<file path="config.mk">
export PLATFORM = sky130hd
export DESIGN_NAME = ysyx_23060208_ifu
export DESIGN_NICKNAME = d
export VERILOG_FILES = /design/src/rtl/ysyx_23060208_ifu_pkg.sv /design/src/rtl/ysyx_23060208_ifu.sv
export SDC_FILE = /design/constraint.sdc
export NUM_CORES = 1
export LEC_CHECK = 0
export CAP_MARGIN = 20
export CORE_AREA = 2 2 141 74
export DETAILED_ROUTE_END_ITERATION = 8
export DIE_AREA = 0 0 143 76
export PLACE_DENSITY = 0.84
export RECOVER_POWER = 25
export SLEW_MARGIN = 5
export SYNTH_ARGS = -nofsm -noshare
export SYNTH_HDL_FRONTEND = slang
export SYNTH_SLANG_ARGS = --single-unit
</file>
<file path="constraint.sdc">
create_clock -name clock -period 4.4 [get_ports clock]
set_clock_uncertainty 0.05 [all_clocks]
set_input_delay 0.66 -clock clock [delete_from_list [all_inputs] [get_ports clock]]
set_output_delay 0.66 -clock clock [all_outputs]
set_load 0.02 [all_outputs]
</file>
<file path="src/rtl/ysyx_23060208_ifu_pkg.sv">
// Shared definitions for the ysyx_23060208 IFU: bus widths, FSM state encodings and reset PC.
package ysyx_23060208_ifu_pkg;

   localparam int          IFU_TO_IDU_BUS = 64;
   localparam int          EXU_TO_IFU_BUS = 33;
   localparam logic [31:0] IFU_RESET_PC   = 32'h8000_0000;

   typedef enum logic [2:0] {
      FETCH_AR = 3'd0,
      FETCH_R  = 3'd1,
      HOLD     = 3'd2,
      WAIT_EXU = 3'd3,
      FAULT    = 3'd4
   } ifu_state_e;

endpackage

</file>
<file path="src/rtl/ysyx_23060208_ifu.sv">
// Instruction fetch unit: one AXI4 single-beat read per instruction, handoff to IDU, wait for EXU next-PC.
// Optional YSYX_IFU_RRESP_CHECK_EN traps on a non-OKAY read response into a sticky FAULT state.
module ysyx_23060208_ifu
   import ysyx_23060208_ifu_pkg::*;
#(
   parameter int                    DATA_WIDTH = 32,
   parameter logic [DATA_WIDTH-1:0] RESET_PC   = IFU_RESET_PC
) (
   input  logic                      clock,
   input  logic                      reset,
   input  logic [EXU_TO_IFU_BUS-1:0] exu_to_ifu_bus,
   input  logic                      exu_to_ifu_valid,
   output logic                      isram_arvalid,
   input  logic                      isram_arready,
   output logic [DATA_WIDTH-1:0]     isram_araddr,
   output logic [3:0]                isram_arid,
   output logic [7:0]                isram_arlen,
   output logic [2:0]                isram_arsize,
   output logic [1:0]                isram_arburst,
   input  logic                      isram_rvalid,
   output logic                      isram_rready,
   input  logic [63:0]               isram_rdata,
   input  logic [1:0]                isram_rresp,
   input  logic                      isram_rlast,
   input  logic [3:0]                isram_rid,
   output logic [IFU_TO_IDU_BUS-1:0] ifu_to_idu_bus,
   output logic                      ifu_to_idu_valid,
   input  logic                      idu_allowin,
`ifdef YSYX_IFU_RRESP_CHECK_EN
   output logic                      ifu_fault,
`endif
   output logic                      ifu_done
);

   ifu_state_e            state_q, state_d;
   logic [DATA_WIDTH-1:0] pc_q, pc_d;
   logic [DATA_WIDTH-1:0] inst_q, inst_d;
   logic                  run_q, run_d;
   logic                  nextpc_taken;
   logic [DATA_WIDTH-1:0] nextpc;
   logic                  unused_inputs;

   assign nextpc_taken  = exu_to_ifu_bus[32];
   assign nextpc        = exu_to_ifu_bus[31:0];
   assign unused_inputs = ^{isram_rlast, isram_rid, isram_rresp};

   // run_q keeps arvalid low during reset and raises it on the first edge after release
   always_ff @(posedge clock) begin
      if (reset) begin
         state_q <= FETCH_AR;
         pc_q    <= RESET_PC;
         inst_q  <= '0;
         run_q   <= 1'b0;
      end else begin
         state_q <= state_d;
         pc_q    <= pc_d;
         inst_q  <= inst_d;
         run_q   <= run_d;
      end
   end

   always_comb begin
      state_d = state_q;
      pc_d    = pc_q;
      inst_d  = inst_q;
      run_d   = 1'b1;
      case (state_q)
         FETCH_AR: if (isram_arvalid && isram_arready) state_d = FETCH_R;
         FETCH_R: begin
            if (isram_rvalid) begin
               inst_d  = pc_q[2] ? isram_rdata[63:32] : isram_rdata[31:0];
`ifdef YSYX_IFU_RRESP_CHECK_EN
               state_d = (isram_rresp != 2'b00) ? FAULT : HOLD;
`else
               state_d = HOLD;
`endif
            end
         end
         HOLD:     if (idu_allowin) state_d = WAIT_EXU;
         WAIT_EXU: begin
            if (exu_to_ifu_valid) begin
               pc_d    = nextpc_taken ? nextpc : pc_q + DATA_WIDTH'(4);
               state_d = FETCH_AR;
            end
         end
`ifdef YSYX_IFU_RRESP_CHECK_EN
         FAULT:    state_d = FAULT;
`endif
         default:  state_d = FETCH_AR;
      endcase
   end

   assign isram_arvalid    = run_q && (state_q == FETCH_AR);
   assign isram_araddr     = pc_q;
   assign isram_arid       = 4'd0;
   assign isram_arlen      = 8'd0;
   assign isram_arsize     = 3'b010;
   assign isram_arburst    = 2'b01;
   assign isram_rready     = (state_q == FETCH_R);
   assign ifu_done         = isram_rready && isram_rvalid;
   assign ifu_to_idu_valid = (state_q == HOLD);
   assign ifu_to_idu_bus   = {pc_q, inst_q};
`ifdef YSYX_IFU_RRESP_CHECK_EN
   assign ifu_fault        = (state_q == FAULT);
`endif

endmodule
</file>
Word-level counts from Yosys, hierarchy flattened

Cells that the tools add are included.

Flip-flop bits (word level): 68
Input bits: 110
Word-level logic and storage cells: 27

Add/subtract/negate cells: 1
Eq/ne operators: 7
Muxes and demuxes: 8
Reduce and logical (&&, ||, !) cells: 7

Operators by type and width:

| operator                                                        | count |
|---|---|
| 32-bit two-way mux                                              | 2 |
| 32-bit by 3-bit adder with 32-bit output, second input constant | 1 |
| 3-bit two-way mux                                               | 4 |
| 3-bit one-hot mux with 4 select lines                           | 1 |
| 3-bit by 2-bit == test with 1-bit output, second input constant | 2 |
| 2-bit != test, second input constant                            | 3 |
| 2-bit AND reduction                                             | 2 |
| 4-bit AND reduction                                             | 1 |
| 3-bit by 1-bit == test with 1-bit output, second input constant | 1 |
| 1-bit logical AND                                               | 3 |
| 3-bit zero test                                                 | 1 |
| 2-bit by 1-bit != test with 1-bit output, second input constant | 1 |
| 1-bit two-way mux                                               | 1 |

Depth between registers and ports, before layout

Gate-level depths: netlist (run 1).

Depth in word-level cells: 5
Depth in mapped cells: 8
Gate-level depth less buffers: 7

Least setup slack after synthesis (run 1)

OpenSTA, ideal clock, no wires.

Path kind: register to output
Start: reg state_q[1]
End: out ifu_done
Arrival time: 1.510 ns
Path slack: 2.180 ns
Cell stages (with the launch flop): 6
Buffers on the path: 2
Cell sequence: dfxtp_1 inv_1 ha_1 and2_1 clkbuf_1 buf_1

Cells in the longest elaborated chain, start to end: 2

Ends and longest elaborated chain:

| item                                     | line                     | RTL |
|---|---|---|
| start: declaration                       | ysyx_23060208_ifu.sv:35  | `ifu_state_e state_q, state_d;` |
| start signal: assignment                 | ysyx_23060208_ifu.sv:55  | `state_q <= state_d;` |
| 3-bit by 1-bit == test with 1-bit output | ysyx_23060208_ifu.sv:99  | `assign isram_rready = (state_q == FETCH_R);` |
| via isram_rready                         | ysyx_23060208_ifu.sv:21  | `output logic isram_rready,` |
| 1-bit logical AND                        | ysyx_23060208_ifu.sv:100 | `assign ifu_done = isram_rready && isram_rvalid;` |
| end: declaration                         | ysyx_23060208_ifu.sv:32  | `output logic ifu_done` |

The timed path passes the listed nets, and every way through them passes these cells.

Final worst setup path (run 1)

Start: in exu_to_ifu_valid
End: reg pc_q[19], in the netlist isram_araddr[19]

Cells in the longest elaborated chain, start to end: 1

Ends and longest elaborated chain:

| item                                 | line                    | RTL |
|---|---|---|
| start: declaration                   | ysyx_23060208_ifu.sv:12 | `input logic exu_to_ifu_valid,` |
| 2-bit AND reduction (no source line) | n/a                     |  |
| end signal: assignment               | ysyx_23060208_ifu.sv:56 | `pc_q <= pc_d;` |
| end: declaration                     | ysyx_23060208_ifu.sv:36 | `logic [DATA_WIDTH-1:0] pc_q, pc_d;` |

Every way passes these cells.
A chain may end at the register's enable or synchronous reset.

==> results of run 1 <==
## cells by family after synthesis
kind of cell | count (synthesis) | share of synthesized area
AND/OR/NAND/NOR | 152 | 0.192
AO/OA/AOI/OAI | 126 | 0.223
buffers and inverters | 91 | 0.134
flip-flops | 67 | 0.340
multiplexers | 37 | 0.0938
adder cells (fa/ha/maj) | 5 | 0.0158
other | 2 | 0.00190
## state kept, by name, indices dropped and copies added, names as in the netlist
name,cells
isram_araddr,32
inst_q,32
state_q,2
run_q,1
## per-stage QoR
stage / worst slack [ns] / area, sq um
2_1_floorplan: 2.18 / 4000
3_3_place_gp: 1.67 / 5750
3_5_place_dp: 1.62 / 5750
4_1_cts: 1.65 / 6060
5_1_grt: 1.50 / 6060
6_report: 1.66 / 6060
## layout make-up
class,instances,area (sq um),share of cell area
tap,140,175,0.0289
inverter,10,37.5,0.00619
multi-input combinational,337,2130,0.352
timing repair buffer,208,2050,0.339
sequential,67,1340,0.222
clock buffer,10,229,0.0378
clock inverter,6,90.1,0.0149
## per-layer routing
layer	up-vias	wire length [um]	GRT usage
met2	216	6000	0.364
met5	-	0	0
met1	2008	6250	0.342
li1	2001	-	-
met3	15	1330	0.0748
met4	0	121	0.0604
## worst register-to-register path, stage by stage, from the launching register on
cell and delay, ns:
dfxtp_2 0.32, buf_4 0.50, and4_1 0.37, and2b_1 0.37, and2_0 0.37, mux2i_1 0.27, o22ai_1 0.11
## layout by cell type (no fill, tap or decap), drive strengths merged, types with 3 or more instances in the layout
cell type / synthesis / layout
o22ai: 3 / 3
and3: 13 / 13
and4: 3 / 3
or4: 3 / 3
a31oi: 8 / 8
ha: 5 / 5
nand3: 15 / 15
nand4: 7 / 7
a211oi: 34 / 34
a22oi: 4 / 4
dfxtp: 67 / 67
clkinvlp: 0 / 4
o21ai: 20 / 20
a22o: 5 / 5
dlygate4sd3: 0 / 35
clkdlybuf4s50: 0 / 165
or3: 3 / 3
nand2: 26 / 26
nor3: 7 / 7
buf: 59 / 6
and2: 4 / 4
nor2: 64 / 64
mux2i: 37 / 37
conb: 2 / 17
a32o: 9 / 9
a21oi: 22 / 22
o211ai: 3 / 3
a311oi: 5 / 5
clkbuf: 22 / 12
inv: 10 / 10
## worst max path at each step
stage / end / slack [ns] / depth (start not counted)
6_report: isram_araddr[19]$_SDFFE_PP0P_ / 1.66 / 7
5_1_grt: isram_araddr[19]$_SDFFE_PP0P_ / 1.50 / 7
4_1_cts: ifu_done / 1.65 / 3
3_5_place_dp: isram_araddr[19]$_SDFFE_PP0P_ / 1.62 / 7
3_3_place_gp: isram_araddr[19]$_SDFFE_PP0P_ / 1.67 / 7
2_1_floorplan: ifu_done / 2.18 / 5
## power by group through the flow
| stage | logic, uW | clock network (uW) | registers, uW |
|---|---|---|---|
| 2_1_floorplan | 280 | 0 | 847 |
| 3_3_place_gp | 671 | 0 | 752 |
| 3_5_place_dp | 692 | 0 | 759 |
| 4_1_cts | 695 | 780 | 747 |
| 5_1_grt | 717 | 817 | 756 |
| 6_report | 667 | 768 | 743 |
==> impl_metrics.ini, run 1 <==
[synthesis]
syn_area_sq_um = 3950
synth_seq_cells = 67
seq_area_frac_synth = 0.340
synth_cell_types = 51
avgSynthCellArea_sq_um = 8.22
synth_edf_count = 0
yosysTopAreaCell = dfxtp_1
synth_flop_cell = dfxtp_1
ys_top_cells_by_area = dfxtp_1 34%, buf_4 9.5%, mux2i_1 9.4%, a211oi_1 6.5%, nor2_1 6.0%
netlist_instances = 480
synth_commonest_cells = 67 x dfxtp_1, 63 x nor2_1, 50 x buf_4
yosys_warnings = 0
synth.most_common_cell = dfxtp_1
synth_top_cell_area_share = 0.340
async_flop_share = 0

[timing]
rsz0062_at_grt = no
finalHoldViolCount = 0
worst_pin_slew_ns = 0.765
fmax_mhz = 365
relSlewSlack = 0.490
period_share = 0.623
slew_violations = 0
setup_violations = 0
timing.hold.ws_ns = 0.419
fin_crit_ns = 2.74
final.setup.tns_ns = 0

[critical_path]
start_kind = input pin
critPathLaunch = exu_to_ifu_valid
worstSetupPathType = input pin to flip-flop
crit_required_ns = 4.57
critical-path-top-delay-family = buffers and inverters
r2r_setup_slack_ns = 1.90
critPathMaxFanout = 23
r2r_cells = 6
cp.arrival_ns = 2.91
rr_endpoint = isram_araddr[21]$_SDFFE_PP0P_
crit_chain = dlygate4sd3_1 -> and2_0 -> buf_4 -> nand2_1 -> o21ai_0 -> a31oi_1 -> o31a_1
crit_buf_inv = 2
r2r_start = isram_araddr[2]$_SDFFE_PP0P_
cp_slowest_cell = dlygate4sd3_1
end_kind = flip-flop
max_stage_delay_ns = 0.62

[floorplan]
die_h_um = 76
rows = 26
die_x_um = 143
die_area_sq_um = 10900
coreArea_sq_um = 9790
io-pin-count = 227
initial_core_util = 0.403

[layout]
final_util = 0.619
final_nets = 748
layout-drive-gt1-share = 0.0517
n_fill_cell = 833
insertedDiodeCount = 0
area_growth_pct = 53.5
final_cells = 778

[global_routing]
grt_pass1_wl_mm = 20.9
antenna_found_initial = 0
grt_pass1_vias = 3946
grt_overflow = 0
grt_max_degree = 65
grt.total_usage = 0.243

[pwr]
switching_share = 0.311
power.share.sequential = 0.341
clockPowerShare = 0.353
p_leak_uw = 0.00217
power-per-cell-area_nw_per_um2 = 359
power_frac_comb = 0.306
ir_drop_uv = 223
p_total_uw = 2180
p_int_uw = 1500
switchingPower_uw = 677

[placement]
io_buffers = 202
dpl.hpwl_mm = 10.3
gp_congestion = 0.920
place_inst = 762

[clock_network]
clk_path_buf_depth = 2
cts-htree-levels = 3
post_cts_resized = 0
clock_sinks = 67
cts_buffers = 9
cts.reportedPaths.clkPinSlew_ns = 0.05
clk-insertion-delay-late_ns = 0.33
cts_tree = yes
root_buffer = clkbuf_16
cts_post_setup_buffers_inserted = 0
cts_hold_buf = 0

[detailed_routing]
firstDrtPassIters = 6
wire_per_inst_um = 17.6
routed-via-count = 4240
routed_via_density = 5.45
drt_iter0_drc = 410
ant_nets = 0
drc = 0
wirelength_mm = 13.7

[worst_hold_path]
hp-start = isram_araddr[0]$_SDFFE_PP0P_
holdPathEnd = isram_araddr[0]$_SDFFE_PP0P_
hold-path-cell-count = 2
min_path_type = flip-flop to flip-flop

[status]
status = finished, final reports clean

[flow_run]
maxCapViolCount = 0
Power figures use the tool's default switching activity.
==> run 2, diff against run 1 <==
Settings changed: CORE_AREA 2 2 141 74 to 2 2 146 77, DIE_AREA 0 0 143 76 to 0 0 148 79, PLACE_DENSITY 0.84 to 0.78.
Clock period 4.4 ns to 2.8 ns, I/O delays scaled along.
==> run 2 against run 1 <==
  * Clock power up 56%
  * Wire length fell by 1.1%
  * Setup slack lost 1.3 ns
  * Core utilization shrank 4.0 points
  * Critical path depth down 5
==> impl_metrics.ini, run 2 (same netlist as run 1, synthesis figures left out) <==
[global_routing]
grt_max_degree = 65
grt.total_usage = 0.222
antenna_found_initial = 0
grt_pass1_wl_mm = 20.5
grt_overflow = 0
grt_pass1_vias = 3709

[layout]
layout-drive-gt1-share = 0.0593
final_nets = 751
area_growth_pct = 54.6
insertedDiodeCount = 0
n_fill_cell = 940
final_common_cell = clkdlybuf4s50_1
finalInstanceArea_sq_um = 6100
layout_common_cells = 166 x clkdlybuf4s50_1, 66 x dfxtp_1, 63 x nor2_1

[detailed_routing]
routed_via_density = 5.35
routed-via-count = 4202
wirelength_mm = 13.5
drc = 0
wire_per_inst_um = 17.2
firstDrtPassIters = 5
ant_nets = 0
drt_iter0_drc = 320

[floorplan]
die_x_um = 148
die_h_um = 79
rows = 27
die_area_sq_um = 11700
coreArea_sq_um = 10500
initial_core_util = 0.375
io-pin-count = 227

[pwr]
p_leak_uw = 0.00220
power_frac_comb = 0.306
power-per-cell-area_nw_per_um2 = 560
switchingPower_uw = 1060
switching_share = 0.309
clockPowerShare = 0.352
power.share.sequential = 0.343
p_int_uw = 2360
ir_drop_uv = 347

[clock_network]
root_buffer = clkbuf_16
cts.reportedPaths.clkPinSlew_ns = 0.06
cts-htree-levels = 3
cts_tree = yes
clk-insertion-delay-late_ns = 0.33
cts_buffers = 9
post_cts_resized = 0
cts_hold_buf = 0
clock_sinks = 67
clk_path_buf_depth = 2
cts_post_setup_buffers_inserted = 0

[timing]
period_share = 0.889
fmax_mhz = 402
relSlewSlack = 0.511
slew_violations = 0
fin_crit_ns = 2.49
final.setup.tns_ns = 0
fin_ws_ns = 0.312
setup_violations = 0
worst_pin_slew_ns = 0.733
rsz0062_at_grt = no
finalHoldViolCount = 0

[placement]
io_buffers = 202
gp_congestion = 0.896
dpl_cell_area_sq_um = 5790
dpl.hpwl_mm = 10.5
dpl_worst_slack_ns = 0.528

[critical_path]
cp.arrival_ns = 2.02
cp_slowest_cell = clkdlybuf4s50_1
crit_required_ns = 2.33
crit_buf_inv = 2
critPathMaxFanout = 29
max_stage_delay_ns = 0.70
worstSetupPathType = flip-flop to primary output
end_kind = primary output
crit_chain = buf_4 -> clkdlybuf4s50_1
start_kind = flip-flop
critical-path-top-delay-family = buffers and inverters
r2r_setup_slack_ns = 0.52

[worst_hold_path]
min_path_type = flip-flop to flip-flop

[status]
status = finished, final reports clean

[flow_run]
maxCapViolCount = 0
-- run 2: worst register-to-register path, delay by kind of cell (launching register included) --
family | cells | cell delay, ns
AND/OR/NAND/NOR | 3 | 0.96
flip-flops | 1 | 0.51
AO/OA/AOI/OAI | 2 | 0.36
adder cells (fa/ha/maj) | 1 | 0.29
-- run 2: path summary, 6_finish.rpt --
path | start | to | cells after the start
min | isram_araddr[1]$_SDFFE_PP0P_ | isram_araddr[1]$_SDFFE_PP0P_ | 2
max reg2reg | isram_araddr[2]$_SDFFE_PP0P_ | isram_araddr[28]$_SDFFE_PP0P_ | 6
min reg2reg | isram_araddr[1]$_SDFFE_PP0P_ | isram_araddr[1]$_SDFFE_PP0P_ | 2
max | isram_araddr[2]$_SDFFE_PP0P_ | ifu_to_idu_bus[34] | 2
-- run 2: power by group through the flow --
| stage | clock network (uW) | registers, uW | logic, uW |
|---|---|---|---|
| 2_1_floorplan | 0 | 1330 | 440 |
| 3_3_place_gp | 0 | 1190 | 1060 |
| 3_5_place_dp | 0 | 1200 | 1080 |
| 4_1_cts | 1220 | 1180 | 1090 |
| 5_1_grt | 1270 | 1190 | 1120 |
| 6_report | 1200 | 1170 | 1040 |
-- run 2: metal layers --
layer | track usage | routed length, um
met1 | 0.327 | 6450
met5 | 0 | 0
met4 | 0.0467 | 135
met2 | 0.319 | 5800
met3 | 0.0621 | 1170
-- run 2: through the flow --
step                      instances  power (uW)  hold slack (ns)   util
after floorplan                 495        1770            0.429      -
after global placement          770        2250            0.407  0.549
after detailed placement        770        2280            0.415  0.549
after CTS                       786        3480            0.396  0.579
after global routing            786        3580            0.436  0.579
final                           786        3420            0.422  0.579
-- run 2: final cells by class --
| cell class | instances | area [sq um] | area share |
|---|---|---|---|
| clock buffer | 9 | 225 | 0.0369 |
| clock inverter | 7 | 92.6 | 0.0152 |
| inverter | 10 | 37.5 | 0.00615 |
| multi-input combinational | 337 | 2130 | 0.350 |
| sequential | 67 | 1340 | 0.220 |
| tap | 145 | 181 | 0.0297 |
| timing repair buffer | 211 | 2090 | 0.343 |
